--- src/rtl/axi_lite_mem_master_if.sv ---
// rtl/axi_lite_mem_master_if.sv - AXI4-Lite channel bundle between the memory-stage master and the interconnect
interface axi_lite_mem_master_if #(
    parameter int ADDR_W = 32,
    parameter int DATA_W = 32
);
    localparam int STRB_W = DATA_W / 8;

    logic [ADDR_W-1:0] AWADDR;
    logic [2:0]        AWPROT;
    logic              AWVALID;
    logic              AWREADY;
    logic [DATA_W-1:0] WDATA;
    logic [STRB_W-1:0] WSTRB;
    logic              WVALID;
    logic              WREADY;
    logic [1:0]        BRESP;
    logic              BVALID;
    logic              BREADY;
    logic [ADDR_W-1:0] ARADDR;
    logic [2:0]        ARPROT;
    logic              ARVALID;
    logic              ARREADY;
    logic [DATA_W-1:0] RDATA;
    logic [1:0]        RRESP;
    logic              RVALID;
    logic              RREADY;

    modport master (
        output AWADDR, AWPROT, AWVALID, input AWREADY,
        output WDATA, WSTRB, WVALID, input WREADY,
        input BRESP, BVALID, output BREADY,
        output ARADDR, ARPROT, ARVALID, input ARREADY,
        input RDATA, RRESP, RVALID, output RREADY
    );

    modport slave (
        input AWADDR, AWPROT, AWVALID, output AWREADY,
        input WDATA, WSTRB, WVALID, output WREADY,
        output BRESP, BVALID, input BREADY,
        input ARADDR, ARPROT, ARVALID, output ARREADY,
        output RDATA, RRESP, RVALID, input RREADY
    );
endinterface

--- src/rtl/axi_lite_mem_master.sv ---
// rtl/axi_lite_mem_master.sv - single-outstanding AXI4-Lite master for MEM-stage loads/stores
// Optional error counter (err_cnt/err_clr) built when AXI_MEM_ERR_CNT_EN is defined.
module axi_lite_mem_master #(
    parameter int         ADDR_W   = 32,
    parameter int         DATA_W   = 32,
    parameter logic [2:0] PROT_VAL = 3'b000,
    localparam int        STRB_W   = DATA_W / 8
) (
    input  logic              ACLK,
    input  logic              ARST,
    input  logic              req_valid,
    output logic              req_ready,
    input  logic              req_wr,
    input  logic [ADDR_W-1:0] req_addr,
    input  logic [DATA_W-1:0] req_wdata,
    input  logic [STRB_W-1:0] req_strb,
    output logic              rsp_valid,
    output logic [DATA_W-1:0] rsp_rdata,
    output logic [1:0]        rsp_resp,
    output logic              rsp_err,
    output logic              busy,
    axi_lite_mem_master_if.master axi
`ifdef AXI_MEM_ERR_CNT_EN
    ,
    input  logic              err_clr,
    output logic [15:0]       err_cnt
`endif
);
    localparam int LSB = $clog2(STRB_W);
    localparam logic [ADDR_W-1:0] ADDR_MASK = {{(ADDR_W-LSB){1'b1}}, {LSB{1'b0}}};

    typedef enum logic [2:0] {IDLE, WR, WR_RESP, RD_ADDR, RD_DATA} state_t;

    state_t            state;
    state_t            state_nxt;
    logic [ADDR_W-1:0] addr_q;
    logic [DATA_W-1:0] wdata_q;
    logic [STRB_W-1:0] strb_q;
    logic              aw_done;
    logic              w_done;
    logic              accept;
    logic              aw_hs;
    logic              w_hs;
    logic              b_hs;
    logic              ar_hs;
    logic              r_hs;

    assign accept = req_valid && req_ready;
    assign aw_hs  = axi.AWVALID && axi.AWREADY;
    assign w_hs   = axi.WVALID && axi.WREADY;
    assign b_hs   = axi.BVALID && axi.BREADY;
    assign ar_hs  = axi.ARVALID && axi.ARREADY;
    assign r_hs   = axi.RVALID && axi.RREADY;

    // Bus payload comes only from latched registers, never from req_*.
    assign axi.AWADDR = addr_q & ADDR_MASK;
    assign axi.ARADDR = addr_q & ADDR_MASK;
    assign axi.AWPROT = PROT_VAL;
    assign axi.ARPROT = PROT_VAL;
    assign axi.WDATA  = wdata_q;
    assign axi.WSTRB  = strb_q;

    assign busy    = (state != IDLE);
    assign rsp_err = rsp_valid && (rsp_resp != 2'b00);

    always_ff @(posedge ACLK) begin
        if (ARST) begin
            state <= IDLE;
        end else begin
            state <= state_nxt;
        end
    end

    always_comb begin
        state_nxt = state;
        case (state)
            IDLE:    if (accept) state_nxt = req_wr ? WR : RD_ADDR;
            // A handshake landing this cycle counts as done.
            WR:      if ((aw_done || aw_hs) && (w_done || w_hs)) state_nxt = WR_RESP;
            WR_RESP: if (b_hs) state_nxt = IDLE;
            RD_ADDR: if (ar_hs) state_nxt = RD_DATA;
            RD_DATA: if (r_hs) state_nxt = IDLE;
            default: state_nxt = IDLE;
        endcase
    end

    always_comb begin
        req_ready   = 1'b0;
        axi.AWVALID = 1'b0;
        axi.WVALID  = 1'b0;
        axi.BREADY  = 1'b0;
        axi.ARVALID = 1'b0;
        axi.RREADY  = 1'b0;
        case (state)
            IDLE:    req_ready = !ARST;
            WR: begin
                axi.AWVALID = !aw_done;
                axi.WVALID  = !w_done;
            end
            WR_RESP: axi.BREADY  = 1'b1;
            RD_ADDR: axi.ARVALID = 1'b1;
            RD_DATA: axi.RREADY  = 1'b1;
            default: ;
        endcase
    end

    always_ff @(posedge ACLK) begin
        if (ARST) begin
            addr_q    <= '0;
            wdata_q   <= '0;
            strb_q    <= '0;
            aw_done   <= 1'b0;
            w_done    <= 1'b0;
            rsp_valid <= 1'b0;
            rsp_rdata <= '0;
            rsp_resp  <= 2'b00;
        end else begin
            rsp_valid <= b_hs || r_hs;
            if (accept) begin
                addr_q  <= req_addr;
                wdata_q <= req_wdata;
                strb_q  <= req_strb;
                aw_done <= 1'b0;
                w_done  <= 1'b0;
            end else if (state == WR) begin
                if (aw_hs) aw_done <= 1'b1;
                if (w_hs)  w_done  <= 1'b1;
            end
            if (b_hs) rsp_resp <= axi.BRESP;
            if (r_hs) begin
                rsp_resp  <= axi.RRESP;
                rsp_rdata <= axi.RDATA;
            end
        end
    end

`ifdef AXI_MEM_ERR_CNT_EN
    // Clear has priority over a same-cycle error count.
    always_ff @(posedge ACLK) begin
        if (ARST || err_clr) begin
            err_cnt <= 16'h0000;
        end else if (rsp_err && (err_cnt != 16'hFFFF)) begin
            err_cnt <= err_cnt + 16'd1;
        end
    end
`endif
endmodule

--- src/flat_wrapper.sv ---
// flat-port wrapper written by rule: the top's interface ports become plain ports
module axi_lite_mem_master_flat 
#(
    parameter int         ADDR_W   = 32,
    parameter int         DATA_W   = 32,
    parameter logic [2:0] PROT_VAL = 3'b000,
    localparam int        STRB_W   = DATA_W / 8
)
  (ACLK, ARST, req_valid, req_ready, req_wr, req_addr, req_wdata, req_strb, rsp_valid, rsp_rdata, rsp_resp, rsp_err, busy, axi_AWADDR, axi_AWPROT, axi_AWVALID, axi_AWREADY, axi_WDATA, axi_WSTRB, axi_WVALID, axi_WREADY, axi_BRESP, axi_BVALID, axi_BREADY, axi_ARADDR, axi_ARPROT, axi_ARVALID, axi_ARREADY, axi_RDATA, axi_RRESP, axi_RVALID, axi_RREADY);
  axi_lite_mem_master_if #(.ADDR_W(ADDR_W), .DATA_W(DATA_W)) axi_i ();
  input  logic ACLK;
  input  logic ARST;
  input  logic req_valid;
  output logic req_ready;
  input  logic req_wr;
  input  logic [ADDR_W-1:0] req_addr;
  input  logic [DATA_W-1:0] req_wdata;
  input  logic [STRB_W-1:0] req_strb;
  output logic rsp_valid;
  output logic [DATA_W-1:0] rsp_rdata;
  output logic [1:0] rsp_resp;
  output logic rsp_err;
  output logic busy;
  output wire logic [$bits(axi_i.AWADDR)-1:0] axi_AWADDR;
  output wire logic [$bits(axi_i.AWPROT)-1:0] axi_AWPROT;
  output wire logic [$bits(axi_i.AWVALID)-1:0] axi_AWVALID;
  input wire logic [$bits(axi_i.AWREADY)-1:0] axi_AWREADY;
  output wire logic [$bits(axi_i.WDATA)-1:0] axi_WDATA;
  output wire logic [$bits(axi_i.WSTRB)-1:0] axi_WSTRB;
  output wire logic [$bits(axi_i.WVALID)-1:0] axi_WVALID;
  input wire logic [$bits(axi_i.WREADY)-1:0] axi_WREADY;
  input wire logic [$bits(axi_i.BRESP)-1:0] axi_BRESP;
  input wire logic [$bits(axi_i.BVALID)-1:0] axi_BVALID;
  output wire logic [$bits(axi_i.BREADY)-1:0] axi_BREADY;
  output wire logic [$bits(axi_i.ARADDR)-1:0] axi_ARADDR;
  output wire logic [$bits(axi_i.ARPROT)-1:0] axi_ARPROT;
  output wire logic [$bits(axi_i.ARVALID)-1:0] axi_ARVALID;
  input wire logic [$bits(axi_i.ARREADY)-1:0] axi_ARREADY;
  input wire logic [$bits(axi_i.RDATA)-1:0] axi_RDATA;
  input wire logic [$bits(axi_i.RRESP)-1:0] axi_RRESP;
  input wire logic [$bits(axi_i.RVALID)-1:0] axi_RVALID;
  output wire logic [$bits(axi_i.RREADY)-1:0] axi_RREADY;
  assign axi_AWADDR = axi_i.AWADDR;
  assign axi_AWPROT = axi_i.AWPROT;
  assign axi_AWVALID = axi_i.AWVALID;
  assign axi_i.AWREADY = axi_AWREADY;
  assign axi_WDATA = axi_i.WDATA;
  assign axi_WSTRB = axi_i.WSTRB;
  assign axi_WVALID = axi_i.WVALID;
  assign axi_i.WREADY = axi_WREADY;
  assign axi_i.BRESP = axi_BRESP;
  assign axi_i.BVALID = axi_BVALID;
  assign axi_BREADY = axi_i.BREADY;
  assign axi_ARADDR = axi_i.ARADDR;
  assign axi_ARPROT = axi_i.ARPROT;
  assign axi_ARVALID = axi_i.ARVALID;
  assign axi_i.ARREADY = axi_ARREADY;
  assign axi_i.RDATA = axi_RDATA;
  assign axi_i.RRESP = axi_RRESP;
  assign axi_i.RVALID = axi_RVALID;
  assign axi_RREADY = axi_i.RREADY;
  axi_lite_mem_master #(.ADDR_W(ADDR_W), .DATA_W(DATA_W), .PROT_VAL(PROT_VAL)) u_core (.ACLK(ACLK), .ARST(ARST), .req_valid(req_valid), .req_ready(req_ready), .req_wr(req_wr), .req_addr(req_addr), .req_wdata(req_wdata), .req_strb(req_strb), .rsp_valid(rsp_valid), .rsp_rdata(rsp_rdata), .rsp_resp(rsp_resp), .rsp_err(rsp_err), .busy(busy), .axi(axi_i));
endmodule
--- config.mk ---
export PLATFORM = sky130hd
export DESIGN_NAME = axi_lite_mem_master_flat
export DESIGN_NICKNAME = d
export VERILOG_FILES = /design/src/rtl/axi_lite_mem_master_if.sv /design/src/rtl/axi_lite_mem_master.sv /design/src/flat_wrapper.sv
export SDC_FILE = /design/constraint.sdc
export NUM_CORES = 1
export LEC_CHECK = 0
export ABC_AREA = 0
export BUFFER_PORTS_ARGS = -buffer_cell sky130_fd_sc_hd__buf_2
export CAP_MARGIN = 20
export CORE_MARGIN = 5
export CORE_UTILIZATION = 40
export CTS_CLUSTER_DIAMETER = 150
export DETAILED_ROUTE_END_ITERATION = 7
export PLACE_DENSITY = 0.71
export SLEW_MARGIN = 30
export SYNTH_ARGS = -nofsm -noshare
export SYNTH_HDL_FRONTEND = slang
export SYNTH_SLANG_ARGS = --single-unit
--- constraint.sdc ---
create_clock -name ACLK -period 2.2 [get_ports ACLK]
set_clock_uncertainty 0.15 [all_clocks]
set_input_delay 0.44 -clock ACLK [delete_from_list [all_inputs] [get_ports ACLK]]
set_output_delay 0.44 -clock ACLK [all_outputs]
set_load 0.005 [all_outputs]
==> flow_summary.json <==
{
  "min_path_type": "in -> reg",
  "worstPathRequired_ps": 1610,
  "finalCritPeriodShare": 0.918,
  "fin_crit_ps": 2020,
  "dpl.cell_count": 785,
  "dieArea_um2": 13500,
  "rsz0062_at_grt": "false",
  "htree_levels": 3,
  "p_per_area_nw_per_um2": 733,
  "drv_slew": 0,
  "met1_usage": 0.196,
  "grt_max_degree": 107,
  "status": "finished, final reports clean",
  "cts_hold_buf": 0,
  "drc_errors": 0,
  "grt_pass1_wl_mm": 18.0,
  "synthArstFlopShare": 0,
  "grt_overflow_total": 0,
  "dr.pass1.iters": 4,
  "drtIter0Drc": 203,
  "ys_ff_latch": 106,
  "ir_worst_vdd_mv": 0.488,
  "max_freq_ghz": 0.495,
  "cp-start-kind": "flip-flop",
  "num_vias": 3729,
  "top_usage_layer": "met2",
  "synth-main-ff-cell": "dfxtp_1",
  "finalSetupViolations": 0,
  "synth_top_area_frac": 0.470,
  "drive_gt1_frac": 0.517,
  "rr_worst_depth": 4,
  "core_area_um2": 10900,
  "syn_inst": 448,
  "clkTransAtPathRegs_ps": 70,
  "routed_wl_mm": 11.7,
  "use_met3": 0.0601,
  "grt_pass1_vias": 3699,
  "area_growth_pct": 31.4,
  "synth_top_cells_by_count": "106 x dfxtp_1, 69 x nand2_1, 66 x nor2b_1",
  "yosysMostFrequentCell": "dfxtp_1",
  "cp_max_fo": 7,
  "cts_made_buffers": 9,
  "clk_latency_ps": 340,
  "die_height_um": 116,
  "antenna_found_initial": 0,
  "routed_via_density": 4.66,
  "num_antenna_cells": 0,
  "relSlewSlack": 0.660,
  "fin_cells": 800,
  "yosysSeqAreaShare": 0.470,
  "fin_hold_ws_ps": 167,
  "ios": 262,
  "worstSetupPathType": "reg -> out",
  "crit_end": "axi_AWVALID",
  "tns_ps": 0,
  "die_w_um": 116,
  "io_buffers": 249,
  "rrSetupSlack_ps": 360,
  "layout.nets": 769,
  "leakage_uw": 0.00304,
  "avgSynthCellArea_um2": 10.1,
  "r2r_start": "u_core.state[2]$_SDFFE_PP0P_",
  "start_util": 0.413,
  "synth_cell_types": 34,
  "synth_warnings": 0,
  "ant_nets": 0,
  "synth.largest_area_cell": "dfxtp_1",
  "cap_violations": 0,
  "reg2reg_to": "u_core.addr_q[15]$_SDFFE_PP0P_",
  "clockRootBuffer": "clkbuf_16",
  "hold_viol_final": 0,
  "max_slew.worst_pin.slew_ps": 503,
  "met2_usage": 0.270,
  "synth_area_leaders": "dfxtp_1 47%, mux2_4 9.6%, mux2_2 9.2%, nor2b_1 9.1%, buf_4 6.6%",
  "gr-usage-all-layers": 0.166,
  "arrival_ps": 1430,
  "rows": 38,
  "clock_path_buffers": 2,
  "critPathLaunch": "u_core.state[0]$_SDFFE_PP0P_",
  "synth_area_um2": 4520,
  "cts_tree": "done",
  "synth_edf_count": 0,
  "worstSetupEndpointType": "primary output",
  "dpl.hpwl_mm": 8.79,
  "cts_num_sinks": 106,
  "globalplace.congestion": 0.818,
  "wire_per_inst_um": 14.6
}
## metrics by stage
stage / instance area (um2) / worst slack (ps) / power, uW / utilization
5_1_grt: 5940 / 62.6 / 4560 / 0.543
2_1_floorplan: 4550 / 472 / 2560 / -
6_report: 5940 / 180 / 4350 / 0.543
3_3_place_gp: 5650 / 278 / 2800 / 0.517
3_5_place_dp: 5650 / 267 / 2820 / 0.517
4_1_cts: 5940 / 88.3 / 4410 / 0.543
## flip-flops by register name, summed over array words and instances (netlist names)
signal / count
u_core.state: 3
u_core.rsp_valid: 1
u_core.axi.WDATA: 32
u_core.addr_q: 30
u_core.w_done: 1
u_core.aw_done: 1
u_core.rsp_rdata: 32
u_core.axi.WSTRB: 4
u_core.rsp_resp: 2
## per-layer routing
layer,part of all wire,vias to the layer above
li1,-,1830
met1,0.41,1718
met2,0.47,158
met3,0.097,23
met4,0.024,0
met5,0,-
## worst min-delay path by stage
stage | start | to | slack (ps) | depth (start not counted)
final | req_wdata[11] | u_core.axi.WDATA[11]$_SDFFE_PP0P_ | 170 | 2
after global routing | req_addr[9] | u_core.addr_q[9]$_SDFFE_PP0P_ | 150 | 2
after CTS | req_addr[10] | u_core.addr_q[10]$_SDFFE_PP0P_ | 150 | 2
after detailed placement | u_core.rsp_rdata[23]$_SDFFE_PP0P_ | u_core.rsp_rdata[23]$_SDFFE_PP0P_ | 300 | 2
after global placement | u_core.rsp_rdata[7]$_SDFFE_PP0P_ | u_core.rsp_rdata[7]$_SDFFE_PP0P_ | 290 | 2
after floorplan | u_core.rsp_rdata[0]$_SDFFE_PP0P_ | u_core.rsp_rdata[0]$_SDFFE_PP0P_ | 300 | 2
## layout by cell type (no fill, tap or decap), types with 2 or more instances in the layout
cell type,instances
mux2_2,37
nor2_1,7
or3_1,2
buf_4,4
a311oi_1,2
buf_2,248
buf_12,4
clkbuf_1,2
dfxtp_1,105
clkbuf_16,9
a21oi_1,35
nor3_1,5
clkinv_2,2
conb_1,10
nand2_1,69
nor2b_1,66
nand2b_1,2
mux2_4,29
## final cells by class
cell class                      count  area [um2]
Timing Repair Buffer              256        1350
Sequential cell                   106        2120
Multi-Input combinational cell    281        1990
Clock buffer                       12         246
Fill cell                         992        5000
Inverter                            2        7.51
Tap cell                          140         175
Clock inverter                      3        40.0
## cell families after synthesis
family                 count (synthesis)  share of synthesized area
flip-flops                           106                      0.470
buffers and inverters                 70                      0.101
other                                  1                   0.000830
AO/OA/AOI/OAI                         44                     0.0548
multiplexers                          66                      0.189
AND/OR/NAND/NOR                      161                      0.185
## worst max-delay path, cell delays in order, from the launching register on
cell	delay, ps
dfxtp_2	400
inv_2	100
or3_1	350
nor2_1	110
buf_2	130
## report_power, final
| group | switching, uW | internal, uW |
|---|---|---|
| combinational | 267 | 391 |
| clock | 680 | 905 |
| sequential | 70.4 | 2040 |
| total | 1020 | 3340 |
## timing repair
item                       4_1_cts  5_1_grt
buffers inserted                 0        0
gates resized for setup          1        1
setup endpoints to repair        1        1
pin swaps                        0        0
Note: power is estimated with default switching activity, not from simulation.
